## src/rtl/cordic_pkg.sv

```systemverilog
// Shared definitions for the CORDIC phase generator front end.
//
// Contents:
//   AccWDefault    - default phase accumulator / tuning word width
//   PhaseWDefault  - default output phase width
//   CordicLatency  - pipeline depth of the downstream CORDIC rotator; a bench
//                    delays `arg` by this many cycles to line it up with Re/Im
//   state_e        - generator FSM states
package cordic_pkg;

    localparam int unsigned AccWDefault   = 32;
    localparam int unsigned PhaseWDefault = 16;
    localparam int unsigned CordicLatency = 14;

    typedef enum logic [1:0] {
        StIdle     = 2'd0,
        StRunFixed = 2'd1,
        StRunSweep = 2'd2
    } state_e;

endpackage

```

## src/rtl/phase_acc.sv

```systemverilog
// Phase accumulator with output phase offset.
//
// Each enabled cycle adds the tuning word to the accumulator and registers
// the top PhaseW bits of the new accumulator value plus the phase offset.
// A clear restarts the accumulator at zero and presents the bare offset,
// which is the phase of sample 0.
//
// Ports:
//   clk_i   - clock, rising edge
//   rst_ni  - asynchronous active-low reset; clears accumulator and arg_o
//   clr_i   - restart: acc <= 0, arg_o <= pofs_i (has priority over en_i)
//   en_i    - advance: acc <= acc + ftw_i, arg_o <= top bits + pofs_i
//   ftw_i   - frequency tuning word added per enabled cycle
//   pofs_i  - phase offset added to the output phase
//   arg_o   - registered output phase
module phase_acc
    import cordic_pkg::*;
#(
    parameter int unsigned AccW   = AccWDefault,
    parameter int unsigned PhaseW = PhaseWDefault
) (
    input  logic              clk_i,
    input  logic              rst_ni,
    input  logic              clr_i,
    input  logic              en_i,
    input  logic [AccW-1:0]   ftw_i,
    input  logic [PhaseW-1:0] pofs_i,
    output logic [PhaseW-1:0] arg_o
);

    logic [AccW-1:0]   acc_q, acc_d;
    logic [AccW-1:0]   acc_sum;
    logic [PhaseW-1:0] arg_q, arg_d;

    // Wraps modulo 2^AccW, which is exactly the phase wrap we want.
    assign acc_sum = acc_q + ftw_i;

    always_comb begin
        acc_d = acc_q;
        arg_d = arg_q;
        if (clr_i) begin
            acc_d = '0;
            arg_d = pofs_i;
        end else if (en_i) begin
            acc_d = acc_sum;
            arg_d = acc_sum[AccW-1 -: PhaseW] + pofs_i;
        end
    end

    always_ff @(posedge clk_i or negedge rst_ni) begin
        if (!rst_ni) begin
            acc_q <= '0;
            arg_q <= '0;
        end else begin
            acc_q <= acc_d;
            arg_q <= arg_d;
        end
    end

    assign arg_o = arg_q;

endmodule

```

## src/rtl/cordic_phase_gen.sv

```systemverilog
// NCO-style phase generator feeding the CORDIC rotator `arg` input.
//
// Produces one PhaseW-bit phase per clock from a phase accumulator driven by
// a frequency tuning word (FTW). In sweep mode the FTW ramps by a fixed step
// every cycle until it reaches the stop FTW, then the generator continues at
// that fixed frequency (linear chirp).
//
// Ports:
//   clk_i           - clock, rising edge
//   rst_ni          - asynchronous active-low reset
//   cfg_valid_i     - configuration write strobe (accepted only in idle)
//   cfg_ready_o     - high while idle; a write is taken when both are high
//   cfg_mode_i      - 0 = fixed frequency, 1 = sweep
//   cfg_ftw_i       - start FTW, unsigned
//   cfg_step_i      - FTW increment per cycle in sweep mode, unsigned
//   cfg_stop_ftw_i  - final FTW of the sweep, unsigned
//   cfg_pofs_i      - phase offset added to every output sample
//   start_i         - begin generation (sampled only in idle)
//   stop_i          - abort generation (sampled in any run state)
//   arg_o           - registered phase to the CORDIC
//   arg_valid_o     - arg_o holds a valid sample
//   busy_o          - generator is running
//   sweep_done_o    - one-cycle pulse when the sweep reaches the stop FTW
module cordic_phase_gen
    import cordic_pkg::*;
#(
    parameter int unsigned AccW   = AccWDefault,
    parameter int unsigned PhaseW = PhaseWDefault
) (
    input  logic              clk_i,
    input  logic              rst_ni,
    input  logic              cfg_valid_i,
    output logic              cfg_ready_o,
    input  logic              cfg_mode_i,
    input  logic [AccW-1:0]   cfg_ftw_i,
    input  logic [AccW-1:0]   cfg_step_i,
    input  logic [AccW-1:0]   cfg_stop_ftw_i,
    input  logic [PhaseW-1:0] cfg_pofs_i,
    input  logic              start_i,
    input  logic              stop_i,
    output logic [PhaseW-1:0] arg_o,
    output logic              arg_valid_o,
    output logic              busy_o,
    output logic              sweep_done_o
);

    state_e state_q, state_d;

    // Configuration registers.
    logic              mode_q;
    logic [AccW-1:0]   ftw_q;
    logic [AccW-1:0]   step_q;
    logic [AccW-1:0]   stop_ftw_q;
    logic [PhaseW-1:0] pofs_q;

    logic [AccW-1:0]   ftw_cur_q, ftw_cur_d;
    logic              arg_valid_q, arg_valid_d;
    logic              busy_q, busy_d;
    logic              sweep_done_q, sweep_done_d;

    logic              cfg_accept;
    logic              mode_eff;
    logic [AccW-1:0]   ftw_eff;
    logic [PhaseW-1:0] pofs_eff;
    logic [AccW:0]     ftw_sum;
    logic              acc_clr;
    logic              acc_en;

    assign cfg_ready_o = (state_q == StIdle);
    assign cfg_accept  = cfg_valid_i & cfg_ready_o;

    // A config write on the same edge as start must take effect for that
    // start, so the start path sees the incoming values rather than the regs.
    assign mode_eff = cfg_accept ? cfg_mode_i : mode_q;
    assign ftw_eff  = cfg_accept ? cfg_ftw_i  : ftw_q;
    assign pofs_eff = cfg_accept ? cfg_pofs_i : pofs_q;

    // One extra bit so a sum past 2^AccW still compares as "reached stop".
    assign ftw_sum = {1'b0, ftw_cur_q} + {1'b0, step_q};

    always_comb begin
        state_d      = state_q;
        ftw_cur_d    = ftw_cur_q;
        arg_valid_d  = arg_valid_q;
        sweep_done_d = 1'b0;
        acc_clr      = 1'b0;
        acc_en       = 1'b0;

        unique case (state_q)
            StIdle: begin
                if (start_i && !stop_i) begin
                    acc_clr     = 1'b1;
                    ftw_cur_d   = ftw_eff;
                    arg_valid_d = 1'b1;
                    state_d     = mode_eff ? StRunSweep : StRunFixed;
                end
            end

            StRunFixed: begin
                if (stop_i) begin
                    state_d     = StIdle;
                    arg_valid_d = 1'b0;
                end else begin
                    acc_en = 1'b1;
                end
            end

            StRunSweep: begin
                if (stop_i) begin
                    // Abort wins over a coincident sweep completion.
                    state_d     = StIdle;
                    arg_valid_d = 1'b0;
                end else begin
                    // The accumulator uses the old ftw_cur this edge.
                    acc_en = 1'b1;
                    if (ftw_sum >= {1'b0, stop_ftw_q}) begin
                        ftw_cur_d    = stop_ftw_q;
                        sweep_done_d = 1'b1;
                        state_d      = StRunFixed;
                    end else begin
                        ftw_cur_d = ftw_sum[AccW-1:0];
                    end
                end
            end

            default: begin
                state_d     = StIdle;
                arg_valid_d = 1'b0;
            end
        endcase

        busy_d = (state_d != StIdle);
    end

    always_ff @(posedge clk_i or negedge rst_ni) begin
        if (!rst_ni) begin
            state_q      <= StIdle;
            ftw_cur_q    <= '0;
            arg_valid_q  <= 1'b0;
            busy_q       <= 1'b0;
            sweep_done_q <= 1'b0;
        end else begin
            state_q      <= state_d;
            ftw_cur_q    <= ftw_cur_d;
            arg_valid_q  <= arg_valid_d;
            busy_q       <= busy_d;
            sweep_done_q <= sweep_done_d;
        end
    end

    always_ff @(posedge clk_i or negedge rst_ni) begin
        if (!rst_ni) begin
            mode_q     <= 1'b0;
            ftw_q      <= '0;
            step_q     <= '0;
            stop_ftw_q <= '0;
            pofs_q     <= '0;
        end else if (cfg_accept) begin
            mode_q     <= cfg_mode_i;
            ftw_q      <= cfg_ftw_i;
            step_q     <= cfg_step_i;
            stop_ftw_q <= cfg_stop_ftw_i;
            pofs_q     <= cfg_pofs_i;
        end
    end

    phase_acc #(
        .AccW   (AccW),
        .PhaseW (PhaseW)
    ) u_phase_acc (
        .clk_i  (clk_i),
        .rst_ni (rst_ni),
        .clr_i  (acc_clr),
        .en_i   (acc_en),
        .ftw_i  (ftw_cur_q),
        .pofs_i (pofs_eff),
        .arg_o  (arg_o)
    );

    assign arg_valid_o  = arg_valid_q;
    assign busy_o       = busy_q;
    assign sweep_done_o = sweep_done_q;

endmodule

```

## config.mk

```make
export PLATFORM = sky130hd
export DESIGN_NAME = cordic_phase_gen
export DESIGN_NICKNAME = d
export VERILOG_FILES = /design/src/rtl/cordic_pkg.sv /design/src/rtl/phase_acc.sv /design/src/rtl/cordic_phase_gen.sv
export SDC_FILE = /design/constraint.sdc
export NUM_CORES = 1
export LEC_CHECK = 0
export ABC_AREA = 1
export BUFFER_PORTS_ARGS = -buffer_cell sky130_fd_sc_hd__buf_2
export CAP_MARGIN = 20
export CELL_PAD_IN_SITES_DETAIL_PLACEMENT = 0
export CELL_PAD_IN_SITES_GLOBAL_PLACEMENT = 1
export CORE_MARGIN = 3
export CORE_UTILIZATION = 40
export CTS_CLUSTER_DIAMETER = 60
export CTS_CLUSTER_SIZE = 10
export DETAILED_ROUTE_END_ITERATION = 7
export PLACE_DENSITY_LB_ADDON = 0.1
export REMOVE_ABC_BUFFERS = 1
export SLEW_MARGIN = 20
export SYNTH_ARGS = -nofsm -noshare
export SYNTH_HDL_FRONTEND = slang
export SYNTH_HIERARCHICAL = 1
export SYNTH_SLANG_ARGS = --single-unit
```

## constraint.sdc

```tcl
create_clock -name clk_i -period 3.27 [get_ports clk_i]
set_input_delay 0.981 -clock clk_i [delete_from_list [all_inputs] [get_ports clk_i]]
set_output_delay 0.981 -clock clk_i [all_outputs]
set_load 0.05 [all_outputs]
```

# Word-level counts from Yosys, hierarchy flattened
# Index checks and enable logic that the tools add are counted.
dict set report totals {
  register_bits 198
  input_bits 118
  output_inout_bits 20
  word_cells 58
}
dict set report op_classes {
  addsub 3
  order_cmp 1
  n_eq_ne 5
  muxes 27
  bitwise 1
  n_reduce_logical 9
}
# op n
set ops {}
lappend ops {{$mux W32} 6}
lappend ops {{$pmux W32 S2} 1}
lappend ops {{$mux W16} 3}
lappend ops {{$add A32 B32 Y33} 1}
lappend ops {{$ge A33 B32 Y1} 1}
lappend ops {{$add A32 B32 Y32} 1}
lappend ops {{$add A16 B16 Y16} 1}
lappend ops {{$mux W1} 10}
lappend ops {{$mux W2} 5}
lappend ops {{$pmux W2 S3} 1}
lappend ops {{$reduce_bool A2 Y1} 3}
lappend ops {{$ne A2 B1 Y1 const B} 2}
lappend ops {{$reduce_and A3 Y1} 1}
lappend ops {{$eq A2 B1 Y1 const B} 1}
lappend ops {{$eq A2 B2 Y1 const B} 1}
lappend ops {{$logic_not A2 Y1} 1}
lappend ops {{$ne A2 B2 Y1 const B} 1}
lappend ops {{$pmux W1 S2} 1}
lappend ops {{$reduce_and A2 Y1} 1}
lappend ops {{$reduce_or A2 Y1} 1}
lappend ops {{$and A1 B1 Y1} 1}
lappend ops {{$logic_and A1 B1 Y1} 1}
lappend ops {{$logic_not A1 Y1} 1}

# Depth between registers and ports, before layout
dict set report depth {
  depth_word 7
  ltp_mapped 32
  ltp_nobuf 32
}

# By module
# Netlist, hierarchy kept.
# mod instances cells_per_inst area_each_um2 seq_area_each_um2
set by_module_without_submodules {}
lappend by_module_without_submodules {cordic_phase_gen 1 1085 9181.3 3753.6}
lappend by_module_without_submodules {phase_acc 1 664 4570.6 1201.2}

# Worst setup path before layout
# OpenSTA, ideal clock, no wires.
dict set report synth_path {
  path_kind {input to register}
  start {in cfg_valid_i}
  end {reg u_phase_acc.arg_q[10] (netlist: u_phase_acc/arg_o[10])}
  setup_ns 0.135
  arrival_ns 3.581
  required_time_ns 3.135
  slack_ns -0.446
  stages 15
  path_buffers 3
  cell_sequence {nand2_1 > buf_2 > clkbuf_1 > buf_2 > mux2_2 > ha_1 > fa_1 > nand3_1 > nand2_1 > a21oi_1 > o21ai_0 > a21oi_1 > o21ai_0 > o21ai_0 > o21ai_0}
}
dict set report synth_via {
  elab_chain_cells 5
}
# element line_no
set synth_rtl {}
lappend synth_rtl {{start, declared} cordic_phase_gen.sv:32} ;# input logic cfg_valid_i,
lappend synth_rtl {{$and A1 B1 Y1} cordic_phase_gen.sv:70} ;# assign cfg_accept = cfg_valid_i & cfg_ready_o;
lappend synth_rtl {{$mux W16} -}
lappend synth_rtl {{named net pofs_eff[0]} cordic_phase_gen.sv:64} ;# logic [PhaseW-1:0] pofs_eff;
lappend synth_rtl {{$add A16 B16 Y16} phase_acc.sv:46} ;# arg_d = acc_sum[AccW-1 -: PhaseW] + pofs_i;
lappend synth_rtl {{$mux W16} phase_acc.sv:44} ;# end else if (en_i) begin
lappend synth_rtl {{$mux W16} phase_acc.sv:41} ;# if (clr_i) begin
lappend synth_rtl {{end signal, assigned} phase_acc.sv:56} ;# arg_q <= arg_d;
lappend synth_rtl {{end, declared} phase_acc.sv:33} ;# logic [PhaseW-1:0] arg_q, arg_d;
# The timed path passes the listed nets, and every way through them passes these cells. The select of a mux whose other input is x is not followed.
# A chain may end at the register's enable or synchronous reset.

# Worst setup path in the final report
dict set report layout_path {
  start {reg ftw_cur_q[0]}
  end {reg ftw_cur_q[6]}
}
dict set report layout_via {
  elab_chain_cells 5
}
# element line_no
set layout_rtl {}
lappend layout_rtl {{start, declared} cordic_phase_gen.sv:56} ;# logic [AccW-1:0] ftw_cur_q, ftw_cur_d;
lappend layout_rtl {{start signal, assigned} cordic_phase_gen.sv:144} ;# ftw_cur_q <= ftw_cur_d;
lappend layout_rtl {{$add A32 B32 Y33 *} cordic_phase_gen.sv:79} ;# assign ftw_sum = {1'b0, ftw_cur_q} + {1'b0, step_q};
lappend layout_rtl {{$ge A33 B32 Y1} cordic_phase_gen.sv:116} ;# if (ftw_sum >= {1'b0, stop_ftw_q}) begin
lappend layout_rtl {{$mux W32 *} cordic_phase_gen.sv:116}
lappend layout_rtl {{$mux W32 *} cordic_phase_gen.sv:109} ;# if (stop_i) begin
lappend layout_rtl {{$pmux W32 S2 *} cordic_phase_gen.sv:89} ;# unique case (state_q)
# Mark *: on every way between the ends. The rest lies on a longest branch, timed or not. The select of a mux whose other input is x is not followed.

==> results.ini <==
[outcome]
status=finished, violations left
failed_checks=setup timing

[finish]
final_layout_size_suffix_gt1_share_pct=42.9
post-route-cell-area_sq_mm=0.0199
diodes=0
stdcell_count=2659
fin_nets=2435
layout.filler_cells=3177
syn_to_final_growth_pct=44.8

[floorplan]
ioPinCount=138
num_rows=67
fp.dieH_um=191
initial_utilization_pct=40.8
die-area_sq_mm=0.0366
chipWidth_um=191
floorplan.core_area_sq_mm=0.0337

[synthesis]
synth_largest_area_cell=sky130_fd_sc_hd__dfrtp_1
synthCells=1749
main_area_contributors_after_synthesis=sky130_fd_sc_hd__dfrtp_1 36%, sky130_fd_sc_hd__ha_1 11%, sky130_fd_sc_hd__nand2_1 9.4%
avgSynthCellArea_sq_um=7.86
synth-adder-area-share_pct=11.0
synth_flop_cell=sky130_fd_sc_hd__dfrtp_1
edff_count_synth=0
netlist_area_sq_mm=0.0138
synth_top_family_by_area=simple AND/OR/NAND/NOR gates
synthDistinctLibCells=55
synth_xor_xnor_area_share_pct=3.31
yosys_warnings=6
ys_seq_area_share_pct=36.0
synth.mux.area_fraction_pct=6.55
synth_compound_area_share_pct=13.8
netlist.area_leader.share_pct=36.0
postSynthRegisterBits=198
ys_async_sr_fraction_pct=100
post_synth_and_or_nand_nor_area_fraction_pct=22.0

[grt]
number_of_antenna_violations_at_the_first_check_in_global_routing=0
grt_overflow_total=0
grt_pass1_wl_um=71700
first_global_vias=13600
global_route_usage_over_all_layers_pct=25.1
grt_start_max_net_pins=67

[timing]
setup_viol=47
relative_slew_slack_pct=46.7
layout_setup_ws_ns=-0.578
clock.fmax_mhz=260
finalHoldViolations=0
fin_hold_ws_ns=0.486
fin_skew_ns=0.0134
finalCriticalPeriod_ns=3.85
timing.final.crit_share_pct=118
finalMaxSlewViolations=0
unrepaired_setup_endpoints_after_global_routing=true
worst-slew-pin-transition_ns=0.799

[drt]
wl_um=46400
starting_drc_count_in_detailed_routing=626
num_vias=13500
detailedRoute.firstPassIterationCount=5
ant_nets=0
vias_per_cell=5.09
wire_per_inst_um=17.4
drt_drc_violations_left=0

[placement]
dp_slack_ns=-0.782
final_estimated_routing_congestion_in_global_placement=0.936
placement.io_buffers=137
dp_cells=2596
dp_hpwl_um=34800
place_area_sq_mm=0.0172

[cts]
tritoncts=done
clock_tree.root_cell=sky130_fd_sc_hd__clkbuf_16
clockBufferDepth=2
worst_skew_pair.late_latency_ns=0.47
number_of_cts_inserted_buffers=17
clk_pin_slew_ns=0.08
htreeDepth=4
tritoncts_num_sinks=198

[critical_path]
biggest_cell_delay_along_the_critical_path_ns=0.39
worst_path_max_delay_cell=sky130_fd_sc_hd__dfrtp_1
timing.setup.critical_path_class=reg -> reg
critPathMostFrequentCell=sky130_fd_sc_hd__nand2_1
critical_path.endpoint_type=flop
timing.critical_path.from_type=flop
worstPathRequired_ns=3.65
path_max_fanout=6
worst_ep_arrival_time_ns=4.23

[min_path]
worst_hold_path_type=in -> async

[flow_run]
total_of_max_cap_violations=0

==> synthesized netlist by cell type (2+ instances only) <==
library cell,number
sky130_fd_sc_hd__fa_1,3
sky130_fd_sc_hd__o21a_1,9
sky130_fd_sc_hd__o21ai_2,4
sky130_fd_sc_hd__and2_1,10
sky130_fd_sc_hd__clkbuf_1,22
sky130_fd_sc_hd__a22o_1,2
sky130_fd_sc_hd__a211oi_1,4
sky130_fd_sc_hd__xnor2_1,14
sky130_fd_sc_hd__nand3_1,115
sky130_fd_sc_hd__o21ai_1,9
sky130_fd_sc_hd__nand3_2,2
sky130_fd_sc_hd__xor2_1,38
sky130_fd_sc_hd__buf_2,16
sky130_fd_sc_hd__o21bai_1,6
sky130_fd_sc_hd__a21o_1,10
sky130_fd_sc_hd__nand4_1,11
sky130_fd_sc_hd__nor2_2,3
sky130_fd_sc_hd__buf_1,6
sky130_fd_sc_hd__inv_2,6
sky130_fd_sc_hd__nand3b_1,11
sky130_fd_sc_hd__buf_6,4
sky130_fd_sc_hd__a21oi_1,195
sky130_fd_sc_hd__mux2_2,80
sky130_fd_sc_hd__a21oi_2,2
sky130_fd_sc_hd__dfrtp_1,198
sky130_fd_sc_hd__nor3_2,2
sky130_fd_sc_hd__o211ai_1,4
sky130_fd_sc_hd__inv_1,196
sky130_fd_sc_hd__nand2_1,344
sky130_fd_sc_hd__nor4_1,5
sky130_fd_sc_hd__a21boi_0,5
sky130_fd_sc_hd__buf_4,2
sky130_fd_sc_hd__a31oi_1,7
sky130_fd_sc_hd__ha_1,116
sky130_fd_sc_hd__nor2_1,167
sky130_fd_sc_hd__nor3_1,15
sky130_fd_sc_hd__nand2_2,13
sky130_fd_sc_hd__o21ai_0,76
==> per-layer routing <==
| metal | vias to the layer above | share of wire [%] | GRT usage, % |
|---|---|---|---|
| li1 | 6699 | - | - |
| met1 | 6538 | 47 | 34.3 |
| met2 | 242 | 48 | 42.6 |
| met3 | 58 | 3.3 | 2.53 |
| met4 | 0 | 2.0 | 6.38 |
| met5 | - | 0 | 0 |
==> state kept, by name, indices dropped and copies added, names as in the netlist <==
signal,flops
arg_valid_o,1
busy_o,1
ftw_cur_q,32
ftw_q,32
mode_q,1
pofs_q,16
state_q,2
step_q,32
stop_ftw_q,32
sweep_done_o,1
u_phase_acc/acc_q,32
u_phase_acc/arg_o,16
==> worst paths after layout <==
| check | slack, ns | startpoint | to | cells after the start |
|---|---|---|---|---|
| worst max register to register | -0.58 | ftw_cur_q[0] | ftw_cur_q[6] | 32 |
| worst min register to register | 0.49 | u_phase_acc/arg_o[15] | u_phase_acc/arg_o[15] | 2 |
| worst max-delay path | -0.58 | ftw_cur_q[0] | ftw_cur_q[6] | 32 |
| max in group asynchronous | 1.96 | rst_ni | ftw_q[31] | 2 |
| min in group clk_i | 0.49 | u_phase_acc/arg_o[15] | u_phase_acc/arg_o[15] | 2 |
| worst min-delay path | 0.49 | rst_ni | ftw_q[1] | 1 |
==> worst max-delay path: cells and delay by family, from the launching register on <==
family	cells	cell delay (ns)
AO/OA/AOI/OAI	1	0.20
XOR/XNOR	1	0.23
adder cells (fa/ha/maj)	3	0.80
buffers and inverters	4	0.41
flip-flops	1	0.39
AND/OR/NAND/NOR	23	1.70
==> cells in the final DEF (no fill, tap or decap), types with 58 or more instances in the layout <==
cell type	instances
sky130_fd_sc_hd__buf_4	324
sky130_fd_sc_hd__nand2_1	268
sky130_fd_sc_hd__dfrtp_1	195
sky130_fd_sc_hd__inv_1	188
sky130_fd_sc_hd__nor2_1	145
sky130_fd_sc_hd__buf_2	136
sky130_fd_sc_hd__a21oi_1	135
sky130_fd_sc_hd__mux2_2	80
sky130_fd_sc_hd__ha_1	66
sky130_fd_sc_hd__nand3_1	65
sky130_fd_sc_hd__nand2_2	62
sky130_fd_sc_hd__a21oi_2	58
==> per-stage QoR <==
stage | utilization (%) | setup TNS [ns]
after floorplan | - | -216.94
after global placement | 51.1 | -30.78
after detailed placement | 51.1 | -31.79
after CTS | 55.2 | -18.21
after global routing | 59.1 | -32.03
final | 59.1 | -19.77
==> cells by family after synthesis <==
group / Yosys count
buffers and inverters: 253
AOI/OAI and AO/OA: 342
DFF: 198
and+or+nand+nor: 705
adders and majority gates: 119
xor gates and xnor gates: 52
muxes: 80
==> timing repair <==
action | in CTS | in global routing
hold buffers | 0 | 0
pin swaps | 18 | 92
gates cloned | 1 | 1
setup endpoints to repair | 49 | 49
resized for setup | 136 | 269
buffers inserted | 12 | 19
==> area by class of cell <==
type                       instances  area [sq um]  share of cell area [%]
clock buffer                      18           429                    2.16
clock inverter                    14           165                   0.829
inverter                         203           762                    3.83
timing repair buffer             480          3460                    17.4
multi-input combinational       1298          9580                    48.1
tap                              448           561                    2.82
sequential                       198          4960                    24.9
Power is not shown: default switching activity piles up to over one toggle a cycle in this logic, so the estimate is an artifact.
